## src/rtl/dac_ramp_feeder.sv

```systemverilog
// Slews the MCP47FEB channel code toward an accepted target by at most STEP
// codes per completed DAC write (falling edge of dac_busy).
module dac_ramp_feeder #(
    parameter int CODE_W         = 12,
    parameter int MAX_CODE       = 4095,
    parameter int STEP           = 64,
    parameter int INIT_CODE      = 0,
    parameter int SETTLE_UPDATES = 2
) (
    input  logic        clk,
    input  logic        rst,
    input  logic [15:0] target_value,
    input  logic        target_valid,
    output logic        target_ready,
    input  logic        dac_busy,
    output logic [15:0] ch_value,
    output logic        at_target,
    output logic        ramping
);
    localparam int CW1   = CODE_W + 1;
    localparam int CNT_W = (SETTLE_UPDATES < 1) ? 1 : $clog2(SETTLE_UPDATES + 1);

    typedef enum logic [1:0] {IDLE, RAMP, SETTLE} state_t;

    state_t              r_state;
    logic [CODE_W-1:0]   r_code;
    logic [CODE_W-1:0]   r_target;
    logic [CNT_W-1:0]    r_settle_cnt;
    logic                r_busy_d;
    logic                r_at_target;
    logic                r_ramping;

    logic                w_slot;
    logic                w_accept;
    logic                w_differs;
    logic                w_in_reach;
    logic                w_last_settle;
    logic [CODE_W-1:0]   w_clamped;
    logic [CW1-1:0]      w_diff;
    logic [CW1-1:0]      w_abs;

    // A slot is the end of a DAC write, so code only moves between transactions.
    assign w_slot       = r_busy_d & ~dac_busy;
    assign target_ready = (r_state != RAMP) & ~rst;
    assign w_accept     = target_valid & target_ready;

    always_comb begin
        w_clamped = target_value[CODE_W-1:0];
        if (target_value > 16'(MAX_CODE))
            w_clamped = CODE_W'(MAX_CODE);
    end

    assign w_differs     = (w_clamped != r_code);
    assign w_diff        = {1'b0, r_target} - {1'b0, r_code};
    assign w_abs         = w_diff[CODE_W] ? (~w_diff + 1'b1) : w_diff;
    assign w_in_reach    = (w_abs <= CW1'(STEP));
    assign w_last_settle = ((int'(r_settle_cnt) + 1) >= SETTLE_UPDATES);

    always_comb begin
        ch_value             = '0;
        ch_value[CODE_W-1:0] = r_code;
    end

    assign at_target = r_at_target;
    assign ramping   = r_ramping;

    always_ff @(posedge clk) begin
        if (rst) begin
            r_state      <= IDLE;
            r_code       <= CODE_W'(INIT_CODE);
            r_target     <= CODE_W'(INIT_CODE);
            r_settle_cnt <= '0;
            r_busy_d     <= 1'b0;
            r_at_target  <= 1'b1;
            r_ramping    <= 1'b0;
        end else begin
            r_busy_d <= dac_busy;
            case (r_state)
                IDLE: begin
                    if (w_accept) begin
                        r_target <= w_clamped;
                        if (w_differs) begin
                            r_state     <= RAMP;
                            r_ramping   <= 1'b1;
                            r_at_target <= 1'b0;
                        end
                    end
                end
                RAMP: begin
                    if (w_slot) begin
                        if (w_in_reach) begin
                            r_code       <= r_target;
                            r_settle_cnt <= '0;
                            r_ramping    <= 1'b0;
                            if (SETTLE_UPDATES == 0) begin
                                r_state     <= IDLE;
                                r_at_target <= 1'b1;
                            end else begin
                                r_state <= SETTLE;
                            end
                        end else if (w_diff[CODE_W]) begin
                            r_code <= r_code - CODE_W'(STEP);
                        end else begin
                            r_code <= r_code + CODE_W'(STEP);
                        end
                    end
                end
                SETTLE: begin
                    // A new target takes priority over a coincident slot.
                    if (w_accept) begin
                        r_target     <= w_clamped;
                        r_settle_cnt <= '0;
                        if (w_differs) begin
                            r_state   <= RAMP;
                            r_ramping <= 1'b1;
                        end
                    end else if (w_slot) begin
                        if (w_last_settle) begin
                            r_state      <= IDLE;
                            r_at_target  <= 1'b1;
                            r_settle_cnt <= '0;
                        end else begin
                            r_settle_cnt <= r_settle_cnt + 1'b1;
                        end
                    end
                end
                default: r_state <= IDLE;
            endcase
        end
    end
endmodule

```

## config.mk

```make
export PLATFORM = sky130hd
export DESIGN_NAME = dac_ramp_feeder
export DESIGN_NICKNAME = d
export VERILOG_FILES = /design/src/rtl/dac_ramp_feeder.sv
export SDC_FILE = /design/constraint.sdc
export NUM_CORES = 1
export LEC_CHECK = 0
export BUFFER_PORTS_ARGS = -buffer_cell sky130_fd_sc_hd__buf_4
export CAP_MARGIN = 30
export CELL_PAD_IN_SITES_DETAIL_PLACEMENT = 0
export CELL_PAD_IN_SITES_GLOBAL_PLACEMENT = 1
export CORE_ASPECT_RATIO = 0.8
export CORE_MARGIN = 3
export CORE_UTILIZATION = 30
export DETAILED_ROUTE_END_ITERATION = 8
export PLACE_DENSITY_LB_ADDON = 0.1
export SYNTH_ARGS = -nofsm -noshare
export SYNTH_HDL_FRONTEND = slang
export SYNTH_SLANG_ARGS = --single-unit
```

## constraint.sdc

```tcl
create_clock -name clk -period 5 [get_ports clk]
set_clock_uncertainty 0.05 [all_clocks]
set_input_delay 1 -clock clk [delete_from_list [all_inputs] [get_ports clk]]
set_output_delay 1 -clock clk [all_outputs]
set_load 0.005 [all_outputs]
```

; ---- Word level (Yosys, flattened, before mapping)
; Index checks and enable logic that the tools add are counted.
[word_totals]
regBits = 31
latchBits = 0
mem_bits_rw = 0
romBits = 0
input_bits = 20
memories = 0
[classes]
n_addsub = 6
mul = 0
div = 0
n_lt_le_gt_ge = 3
n_eq_ne = 15
shifts = 0
n_mux = 29
bitwise = 6
reduce_logical = 11
[op_table]
columns = operator, count
row1 = $mux 12, 3
row2 = $mux 2, 12
row3 = $gt 16x12->1 const B, 1
row4 = $ne 2x2->1 const B, 7
row5 = $add 13x1->13 const B, 1
row6 = $le 13x7->1 const B, 1
row7 = $mux 13, 1
row8 = $not 13->13, 1
row9 = $sub 12x12->13, 1
row10 = $add 12x7->12 const B, 1
row11 = $ne 12x12->1, 1
row12 = $sub 12x7->12 const B, 1
row13 = $reduce_and 5->1, 2
row14 = $mux 1, 9
row15 = $ne 2x1->1 const B, 3
row16 = $ne 3x3->1 const B, 2
row17 = $pmux 2 s3, 1
row18 = $reduce_and 6->1, 1
row19 = $reduce_bool 2->1, 3
row20 = $pmux 1 s2, 2
row21 = $pmux 2 s2, 1
row22 = $reduce_and 2->1, 2
row23 = $reduce_and 4->1, 1
row24 = $add 2x1->3 const B, 1
row25 = other kinds (8), 11

; ---- Depth between registers and ports, before layout
; Gate-level depths: netlist (run 1).
[depth]
word_depth = 8
depth_mapped = 16

; ---- Worst setup path before layout (run 1)
; No wires, ideal clock.
[synth_path]
kind = flip-flop to flip-flop
start = register r_code[0]
end = register r_code[11]
setup_time_ns = 0.074
arrival_ns = 3.682
required_ns = 4.876
setup_slack_ns = 1.194
stages_incl_launch_ff = 16
n_path_buf = 0
synth_period_minus_slack_ns = 3.806
cell_sequence = dfxtp_1 ha_1 fa_1 nand2b_2 a211oi_1 o21bai_1 a31oi_1 inv_1 ha_1 a21o_1 a21oi_1 o21bai_1 a21oi_1 xnor2_1 or4_1 a31oi_1
[synth_via]
elab_chain_len = 6
word_cells_on_any_way = 9
classes_between = add/sub (4) / order compare (1) / mux (3) / bitwise (1)
[synth_lines]
columns = element, line_no
row1 = from (decl), 26  ; logic [CODE_W-1:0] r_code;
row2 = from (signal assigned), 70  ; r_code <= CODE_W'(INIT_CODE);
row3 = from (signal assigned), 92  ; r_code <= r_target;
row4 = from (signal assigned), 102  ; r_code <= r_code - CODE_W'(STEP);
row5 = $sub 12x12->13, 54  ; assign w_diff = {1'b0, r_target} - {1'b0, r_code};
row6 = $not 13->13, 55  ; assign w_abs = w_diff[CODE_W] ? (~w_diff + 1'b1) : w_diff;
row7 = $add 13x1->13, 55
row8 = $mux 13, 55
row9 = $le 13x7->1, 56  ; assign w_in_reach = (w_abs <= CW1'(STEP));
row10 = $mux 12 *, 91  ; if (w_in_reach) begin
; Mark *: on every way between the ends. The rest lies on a longest branch, timed or not.
; A chain may end at the register's enable or synchronous reset.

; ---- Final worst setup path (run 1)
; Same ends and word-level chain as after synthesis.

==> results.ini, run 1 <==
[sta]
rsz0062_at_grt = no
max_freq_mhz = 260
drv_slew = 0
period_needed_ps = 3840
worstMarginPinSlew_ps = 530
max-slew-margin-rel_pct = 64.3
setup_violations = 0
setup_ws_ps = 1160
post-route-period-util_pct = 76.8
hold_viol_final = 0
tns_ps = 0

[clock_network]
cts_post_setup_buffers_inserted = 0
insertion_delay_ps = 290
cts_sinks = 31
cts_inserted_buffers = 5
cts-root-buf = clkbuf_8
post_cts_resize_count = 0
htreeDepth = 2
ctsHoldBuffers = 0
cts_tree = yes
clkTransAtPathRegs_ps = 70
cts_buffer_depth = 2

[setup_path]
critPathLaunchType = flip-flop
worstPathArrival_ps = 4010
cp_num_buf_inv = 1
path_delay_family = compound AO/OA/AOI/OAI gates
path_class = flip-flop to flip-flop
worstPathMaxFanout = 6
critPathRequiredTime_ps = 5170
crit_chain = ha_1, fa_1, nand2b_2, a211oi_1, o21bai_1, a31oi_1, inv_1, ha_1, a21o_1, a21oi_1, o21bai_1, a21oi_1, xnor2_1, or4_1, a31oi_1
endpoint_kind = flip-flop
critPathMaxStageDelay_ps = 430
cpMaxStageDelayCell = fa_1

[global_route]
grt_max_degree = 37
met2_usage_pct = 25.4
grt.busiest_layer = met2
antenna_found_initial = 0
grt_pass1_wl_mm = 12.5
grtUsageMet1_pct = 22.4
grt_pass1_vias = 2356
overflow = 0
grt.total_usage_pct = 15.9
met3_usage_pct = 3.48

[min_path]
hp-class = flip-flop to flip-flop

[place]
hpwl_mm = 6.11
place_congestion = 0.775
io_buffers = 34
place_ws_ps = 1190

[logic_synthesis]
synthArstFlopShare_pct = 0
syn_inst = 338
yosys.cell_types.count = 61
synth-main-ff-cell = dfxtp_1
syn-mean-instance-area_sq_um = 7.77
yosysSeqAreaShare_pct = 23.6
synth_area_sq_um = 2630
ys_seq_elements = 31
synth_edf_count = 0
yosysWarnings = 0

[routing]
drt-vias-per-instance = 5.25
drt_iter0_markers = 114
drc_errors = 0
wl_mm = 7.81
firstDrtPassIters = 4
routedWlPerCell_um = 16.3
postRouteAntennaNets = 0
vias = 2508

[power_and_ir_drop]
p_total_w = 0.000775
power_leakage_nw = 1.32
irDropWorstVdd_v = 0.0000922
powerDensity_nw_per_um2 = 254

[die]
design.core.area_sq_um = 8200
dieArea_sq_um = 9920
boundaryPins = 39
die_h_um = 89.7
rows = 29
start_util_pct = 32.0
die-width_um = 111

[run]
cap_viol_max_count = 0

[cells_and_area]
n_antenna_cell = 0
drive_gt1_share_pct = 15.1
fill_cells = 886
synthToLayoutAreaGrowth_pct = 16.4
fin_nets = 410

[outcome]
status = finished, final reports clean

[final cells by class]
class                   count  area [sq um]  area share, %
repair buffers             37           278           9.09
flip-flops and latches     31           621           20.3
well taps                 108           135           4.42
clock buffers               6          82.6           2.70
clock inverters             1          5.00          0.164
inverters                  25          93.8           3.07
multi-input cells         270          1840           60.3
[cells by family (layout without fill, tap and decap cells)]
family | Yosys count | after routing | share of synthesized area (%)
other | 1 | 4 | 0.143
flip-flops | 31 | 31 | 23.6
XOR/XNOR | 18 | 18 | 6.29
AO/OA/AOI/OAI | 100 | 100 | 25.9
buffers and inverters | 40 | 69 | 6.63
AND/OR/NAND/NOR | 117 | 117 | 22.9
multiplexers | 11 | 11 | 4.34
adder cells (fa/ha/maj) | 20 | 20 | 10.1
[routing by layer]
layer | vias up | routed length [um]
met4 | 0 | 40
met2 | 43 | 3310
li1 | 1291 | -
met1 | 1170 | 4070
met3 | 4 | 394
met5 | - | 0
[Yosys cell counts, types with 2 or more instances]
| cell | instances | area, sq um |
|---|---|---|
| nor4_1 | 2 | 12.5 |
| o2111ai_1 | 2 | 17.5 |
| inv_1 | 25 | 93.8 |
| fa_1 | 2 | 40.0 |
| o21bai_1 | 5 | 37.5 |
| ha_1 | 18 | 225 |
| xnor2_1 | 9 | 78.8 |
| nor2_1 | 43 | 161 |
| or4_1 | 3 | 22.5 |
| o211ai_1 | 3 | 22.5 |
| mux2i_1 | 10 | 100 |
| a21o_1 | 6 | 45.0 |
| o22ai_1 | 10 | 62.6 |
| xor2_1 | 8 | 70.1 |
| o31ai_1 | 4 | 30.0 |
| nand2_1 | 13 | 48.8 |
| nand2b_1 | 4 | 25.0 |
| or2_2 | 2 | 12.5 |
| and4_1 | 2 | 17.5 |
| nand3b_1 | 2 | 15.0 |
| nor3_1 | 15 | 75.1 |
| a31oi_1 | 6 | 37.5 |
| o32ai_1 | 3 | 26.3 |
| dfxtp_1 | 31 | 621 |
| nand3_1 | 10 | 50.1 |
| nor2b_1 | 7 | 43.8 |
| and3_1 | 2 | 12.5 |
| clkbuf_1 | 9 | 33.8 |
| a211o_1 | 3 | 26.3 |
| o21ai_0 | 6 | 30.0 |
| a211oi_1 | 13 | 97.6 |
| buf_4 | 4 | 30.0 |
| a21oi_1 | 27 | 135 |
| and2_1 | 2 | 12.5 |
[placed cells by master, fill, tap and decap left out, types with 10 or more instances in the layout]
cell and count:
nand2_1 13, buf_4 37, mux2i_1 10, nand3_1 10, nor2_1 43, a211oi_1 13, nor3_1 15, o22ai_1 10
inv_1 25, a21oi_1 27, ha_1 18, dfxtp_1 31
[power breakdown]
| part | internal, W | switching, W | leakage, nW | total (W) |
|---|---|---|---|---|
| clock | 0.000108 | 0.000104 | 0.0470 | 0.000212 |
| combinational | 0.000129 | 0.000166 | 1.02 | 0.000295 |
| sequential | 0.000258 | 0.0000109 | 0.253 | 0.000268 |
| total | 0.000495 | 0.000281 | 1.32 | 0.000775 |
[worst paths after layout]
path / startpoint / end / slack, ps / depth (start not counted)
worst min register to register: at_target / at_target / 410 / 2
worst min-delay path: at_target / at_target / 410 / 2
worst max-delay path: r_code[0] / r_code[11] / 1160 / 15
worst max register to register: r_code[0] / r_code[11] / 1160 / 15
[state kept, by name (all words and copies together) (netlist names)]
signal        count
r_target         12
r_code           12
r_state           2
r_settle_cnt      2
r_busy_d          1
ramping           1
at_target         1
[stage by stage]
stage	cell area, sq um	hold WS, ps	utilization (%)	std cells
after floorplan	2640	396	-	341
final	3060	408	37.3	478
after detailed placement	2970	403	36.2	471
after global routing	3060	438	37.3	478
after CTS	3060	413	37.3	478
after global placement	2970	395	36.2	471
[tightest hold or removal path: stages, from the launching register on]
cell and delay, ps:
dfxtp_1 310, o31ai_1 60, nand2_1 40
Note: power is estimated with default switching activity, not from simulation.
==> run 2: changes to the inputs <==
==> constraint.sdc (replaced) <==
create_clock -name clk -period 3.75 [get_ports clk]
set_clock_uncertainty 0.05 [all_clocks]
set_input_delay 0.75 -clock clk [delete_from_list [all_inputs] [get_ports clk]]
set_output_delay 0.75 -clock clk [all_outputs]
set_load 0.005 [all_outputs]
==> run 2 against run 1 <==
  * Critical path type unchanged
  * Sequential cell count unchanged
  * Wire length increased by 3.0%
  * Highest routed layer unchanged
  * Critical endpoint unchanged
  * Clock-buffer cell count unchanged
==> results.ini, run 2 (synthesis results as in run 1) <==
[outcome]
status = finished, final reports clean

[die]
die_h_um = 89.7  ; unchanged
dieArea_sq_um = 9920  ; unchanged
boundaryPins = 39  ; unchanged
die-width_um = 111  ; unchanged
start_util_pct = 32.0  ; unchanged
rows = 29  ; unchanged
design.core.area_sq_um = 8200  ; unchanged

[sta]
max-slew-margin-rel_pct = 65.0  ; +0.65 points
worstMarginPinSlew_ps = 526  ; -4.79 ps
max_freq_mhz = 284  ; +9.1%
rsz0062_at_grt = no
period_needed_ps = 3520  ; -322 ps
fin_hold_ws_ps = 409  ; +1.31 ps
setup_ws_ps = 233  ; -928 ps
hold_viol_final = 0  ; unchanged
post-route-period-util_pct = 93.8  ; +17 points
setup_violations = 0  ; unchanged
tns_ps = 0  ; unchanged
drv_slew = 0  ; unchanged

[routing]
wl_mm = 8.05  ; +3.0%
drt-vias-per-instance = 5.22  ; -0.58%
drc_errors = 0  ; unchanged
firstDrtPassIters = 4  ; unchanged
vias = 2577  ; +2.8%
drt_iter0_markers = 170  ; +49%
routedWlPerCell_um = 16.3  ; -0.30%
postRouteAntennaNets = 0  ; unchanged

[setup_path]
worstPathArrival_ps = 3680  ; -330 ps
worstPathMaxFanout = 7  ; +1
reg2reg_depth = 12  ; -3
path_class = flip-flop to flip-flop
critPathRequiredTime_ps = 3920  ; -1250 ps
worstReg2RegStart = r_target[0]
critPathLaunchType = flip-flop
r2r_slack_ps = 230  ; -930 ps
endpoint_kind = flip-flop
r2r-end = r_code[11]

[clock_network]
cts_sinks = 31  ; unchanged
cts_tree = yes
clkTransAtPathRegs_ps = 70  ; about the same
cts_post_setup_buffers_inserted = 0  ; unchanged
insertion_delay_ps = 290  ; about the same
cts_buffer_depth = 2  ; unchanged
cts-root-buf = clkbuf_8
cts_inserted_buffers = 5  ; unchanged
htreeDepth = 2  ; unchanged

[power_and_ir_drop]
power_leakage_nw = 1.42  ; +8.1%
powerDensity_nw_per_um2 = 350  ; +38%
p_total_w = 0.00114  ; +47%
irDropWorstVdd_v = 0.000141  ; +53%

[cells_and_area]
final_cell_mix = 51 x buf_4, 43 x nor2_1, 31 x dfxtp_1
fin_nets = 425  ; +3.7%
final_common_cell = buf_4
fin_util_pct = 39.8  ; +2.6 points
drive_gt1_share_pct = 21.2  ; +6.1 points
n_antenna_cell = 0  ; unchanged
fill_cells = 899  ; +1.5%
synthToLayoutAreaGrowth_pct = 24.5
reg_top3 = r_code: 12 flops, r_target: 12 flops

[global_route]
antenna_found_initial = 0  ; unchanged
grt_pass1_wl_mm = 12.6  ; +0.78%
overflow = 0  ; unchanged
grt.total_usage_pct = 16.1  ; +0.26 points
grt_pass1_vias = 2331  ; -1.1%
grt_max_degree = 37  ; unchanged

[min_path]
hp-start = at_target
hp-class = flip-flop to flip-flop
whs_path_depth = 2  ; unchanged
min_to = at_target

[place]
io_buffers = 34  ; unchanged
place_ws_ps = -97.1  ; -1290 ps
hpwl_mm = 6.29  ; +2.9%
place_congestion = 0.808  ; +4.4%

[run]
cap_viol_max_count = 0  ; unchanged

-- run 2: cell types whose count changed in the layout (fill, tap and decap cells not counted), moves of 2 or more --
cell | previous run | this run
buf_4 | 37 | 51
a211oi_1 | 13 | 11
a21oi_1 | 27 | 25
a21oi_2 | 1 | 3
-- run 2: worst max path at each step --
| stage | from | to | slack [ps] | depth (start not counted) |
|---|---|---|---|---|
| 2_1_floorplan | r_code[0] | r_code[11] | 90 | 15 |
| 3_3_place_gp | r_target[0] | r_code[11] | 30 | 16 |
| 3_5_place_dp | r_target[0] | r_code[11] | -100 | 16 |
| 4_1_cts | r_target[0] | r_code[11] | 20 | 16 |
| 5_1_grt | r_target[0] | r_code[11] | 9 | 16 |
| 6_report | r_target[0] | r_code[11] | 230 | 12 |
-- run 2: cell type report --
cell class	instances	area [sq um]	area share (%)
tap	108	135	4.14
sequential	31	621	19.0
clock buffer	6	82.6	2.53
inverter	25	93.8	2.87
timing repair buffer	52	403	12.3
clock inverter	2	35.0	1.07
multi-input combinational	270	1900	58.1
-- run 2: where the power goes --
| part | leakage [nW] | switching, W | internal [W] |
|---|---|---|---|
| Clock | 0.0612 | 0.000140 | 0.000215 |
| Sequential | 0.253 | 0.0000128 | 0.000343 |
| Combinational | 1.11 | 0.000238 | 0.000192 |
| Total | 1.42 | 0.000392 | 0.000750 |
-- run 2: through the flow --
step / cell area (sq um) / instances
2_1_floorplan: 2640 / 341
3_3_place_gp: 3100 / 486
3_5_place_dp: 3100 / 486
4_1_cts: 3220 / 494
5_1_grt: 3270 / 494
6_report: 3270 / 494
-- run 2: critical path, cell delays in order, from the launching register on --
cell      delay [ps]
dfxtp_1          350
inv_1             50
ha_1             200
fa_2             350
nand2b_4         170
a211o_1          300
and3_4           180
or2_1            300
xnor2_1          160
or4b_4           510
o211a_2          190
or4_1            470
a31oi_1          160
-- run 2: per-layer routing --
metal  part of all wire (%)  track usage, %
met5                      0               0
met4                   0.60            3.91
met3                    3.8            3.08
met2                     40            23.5
met1                     56            24.4
-- run 2: repair_timing --
item | CTS | global route
endpoints found under the setup margin | 1 | 16
hold buffers | 0 | 0
pin swaps | 0 | 6
resized for setup | 1 | 11
==> run 3: changes to the inputs <==
--- a/config.mk
+++ b/config.mk
@@ -17,3 +17,4 @@
 export SYNTH_ARGS = -nofsm -noshare
 export SYNTH_HDL_FRONTEND = slang
 export SYNTH_SLANG_ARGS = --single-unit
+export TNS_END_PERCENT = 100
==> constraint.sdc (replaced) <==
create_clock -name clk -period 3.75 [get_ports clk]
set_clock_uncertainty 0.05 [all_clocks]
set_input_delay 0.9375 -clock clk [delete_from_list [all_inputs] [get_ports clk]]
set_output_delay 0.9375 -clock clk [all_outputs]
set_load 0.005 [all_outputs]
==> run 3 against run 2 <==
  * Non-clock buffer count grew 3
  * Worst setup slack gained 12 ps
  * Critical endpoint unchanged
  * Via count shrank 0.19%
  * Final cell count grew 0.61%
  * Critical path depth is the same
  * Largest power group unchanged
  * First-iteration DRC count shrank 24%
  * Combinational power grew 0.9%
  * Core utilization grew 0.31 points
  * Hold slack lost 3.7 ps
==> results.ini, run 3 (synthesis results as in run 1) <==
[outcome]
status = finished, final reports clean

[routing]
routedWlPerCell_um = 16.1  ; -1.2%
vias = 2572  ; -0.19%
drc_errors = 0  ; unchanged
drt_iter0_markers = 130  ; -24%
postRouteAntennaNets = 0  ; unchanged
wl_mm = 8.00  ; -0.60%
firstDrtPassIters = 4  ; unchanged
drt-vias-per-instance = 5.18  ; -0.80%

[cells_and_area]
reg_top3 = r_code: 12 flops, r_target: 12 flops
n_antenna_cell = 0  ; unchanged
regArea_sq_um = 622  ; +0.20%
final_cell_mix = 54 x buf_4, 43 x nor2_1, 30 x dfxtp_1
multiInputGateArea_sq_um = 1900  ; about the same
drive_gt1_share_pct = 21.3  ; +0.093 points
fin_nets = 428  ; +0.71%
synthToLayoutAreaGrowth_pct = 25.4
fill_cells = 896  ; -0.33%
final-instance-count-excl-fill = 497  ; +0.61%
final_common_cell = buf_4

[clock_network]
ctsHoldBuffers = 0  ; unchanged
insertion_delay_ps = 290  ; about the same
htreeDepth = 2  ; unchanged
cts_tree = yes
cts_inserted_buffers = 5  ; unchanged
cts_sinks = 31  ; unchanged
cts-root-buf = clkbuf_8
clkTransAtPathRegs_ps = 80  ; about the same
cts_buffer_depth = 2  ; unchanged

[min_path]
min_to = at_target
hp-start = at_target
whs_path_depth = 2  ; unchanged
hp-class = flip-flop to flip-flop

[sta]
rsz0062_at_grt = no
worstMarginPinSlew_ps = 485  ; -40.1 ps
period_needed_ps = 3510  ; -11.7 ps
setup_violations = 0  ; unchanged
post-route-period-util_pct = 93.5  ; -0.31 points
tns_ps = 0  ; unchanged
setup_ws_ps = 244  ; +11.7 ps
hold_viol_final = 0  ; unchanged
max-slew-margin-rel_pct = 67.3  ; +2.3 points
max_freq_mhz = 285  ; +0.33%
drv_slew = 0  ; unchanged

[global_route]
grt.total_usage_pct = 16.2  ; +0.027 points
antenna_found_initial = 0  ; unchanged
overflow = 0  ; unchanged
grt_pass1_vias = 2339  ; +0.34%
grt_max_degree = 37  ; unchanged
grt_pass1_wl_mm = 12.7  ; +0.49%

[setup_path]
path_class = flip-flop to flip-flop
worstPathMaxFanout = 7  ; unchanged
critPathRequiredTime_ps = 3910  ; about the same
r2r_slack_ps = 240  ; about the same
endpoint_kind = flip-flop
worstPathArrival_ps = 3670  ; about the same
critPathLaunchType = flip-flop
reg2reg_depth = 12  ; unchanged
worstReg2RegStart = r_target[0]
r2r-end = r_code[11]

[power_and_ir_drop]
power_leakage_nw = 1.44  ; +1.2%
powerDensity_nw_per_um2 = 346  ; -1.1%
irDropWorstVdd_v = 0.000119  ; -16%

[die]
dieArea_sq_um = 9920  ; unchanged
die_h_um = 89.7  ; unchanged
boundaryPins = 39  ; unchanged
start_util_pct = 32.0  ; unchanged
design.core.area_sq_um = 8200  ; unchanged
die-width_um = 111  ; unchanged
rows = 29  ; unchanged

[run]
cap_viol_max_count = 0  ; unchanged

[place]
place_ws_ps = -59.7  ; +37.5 ps
hpwl_mm = 6.36  ; +1.2%
io_buffers = 34  ; unchanged
place_congestion = 0.816  ; +0.88%
dp_cells = 488  ; +0.41%

==> run 3: cell types whose count changed in the layout (fill, tap and decap cells not counted), sizes merged <==
| cell | delta |
|---|---|
| buf | +3 |
==> run 3: power by group <==
group	total, W	leakage, nW	internal (W)	switching [W]
registers	0.000356	0.254	0.000344	0.0000126
logic	0.000434	1.13	0.000196	0.000238
clock network	0.000348	0.0612	0.000215	0.000133
total	0.00114	1.44	0.000755	0.000384
==> run 3: worst max-delay path, cell delays in order (launching register included) <==
cell	delay [ps]
dfxtp_2	340
inv_1	40
ha_1	190
fa_1	380
nand2b_4	170
a211o_1	300
and3_4	180
or2_1	300
xnor2_1	160
or4b_4	510
o211a_2	200
or4_1	470
a31oi_1	130
==> run 3: worst max path at each step <==
stage | endpoint | start | cells past startpoint | slack, ps
6_report | r_code[11] | r_target[0] | 12 | 240
3_3_place_gp | r_code[11] | r_target[0] | 16 | 20
5_1_grt | r_code[11] | r_target[0] | 16 | 1
4_1_cts | r_code[11] | r_target[0] | 16 | 60
3_5_place_dp | r_code[11] | r_target[0] | 16 | -60
2_1_floorplan | r_code[11] | r_code[0] | 15 | 90
==> run 3: cell type report <==
class,count,share of cell area [%]
tap,108,4.10
sequential,31,18.9
multi-input combinational,270,57.7
clock buffer,6,2.51
inverter,25,2.85
clock inverter,2,1.06
timing repair buffer,55,12.9
==> run 3: repair_timing <==
action,4_1_cts,5_1_grt
pin swaps,0,5
resized for setup,1,11
setup endpoints to repair,1,13
buffers inserted,0,1
==> run 3: metrics by stage <==
step | cell area [sq um] | utilization (%) | hold WS (ps) | power, W
final | 3290 | 40.1 | 406 | 0.00114
after global routing | 3290 | 40.1 | 416 | 0.00121
after CTS | 3240 | 39.5 | 410 | 0.00113
after detailed placement | 3120 | 38.0 | 400 | 0.000779
after global placement | 3120 | 38.0 | 396 | 0.000776
after floorplan | 2640 | - | 396 | 0.000663
==> run 3: metal layers <==
| layer | up-vias | global-route usage [%] | share of wire (%) | wire length (um) |
|---|---|---|---|---|
| li1 | 1335 | - | - | - |
| met1 | 1186 | 24.6 | 53 | 4270 |
| met2 | 47 | 23.8 | 41 | 3290 |
| met3 | 4 | 2.75 | 4.9 | 389 |
| met4 | 0 | 3.36 | 0.53 | 42 |
| met5 | - | 0 | 0 | 0 |
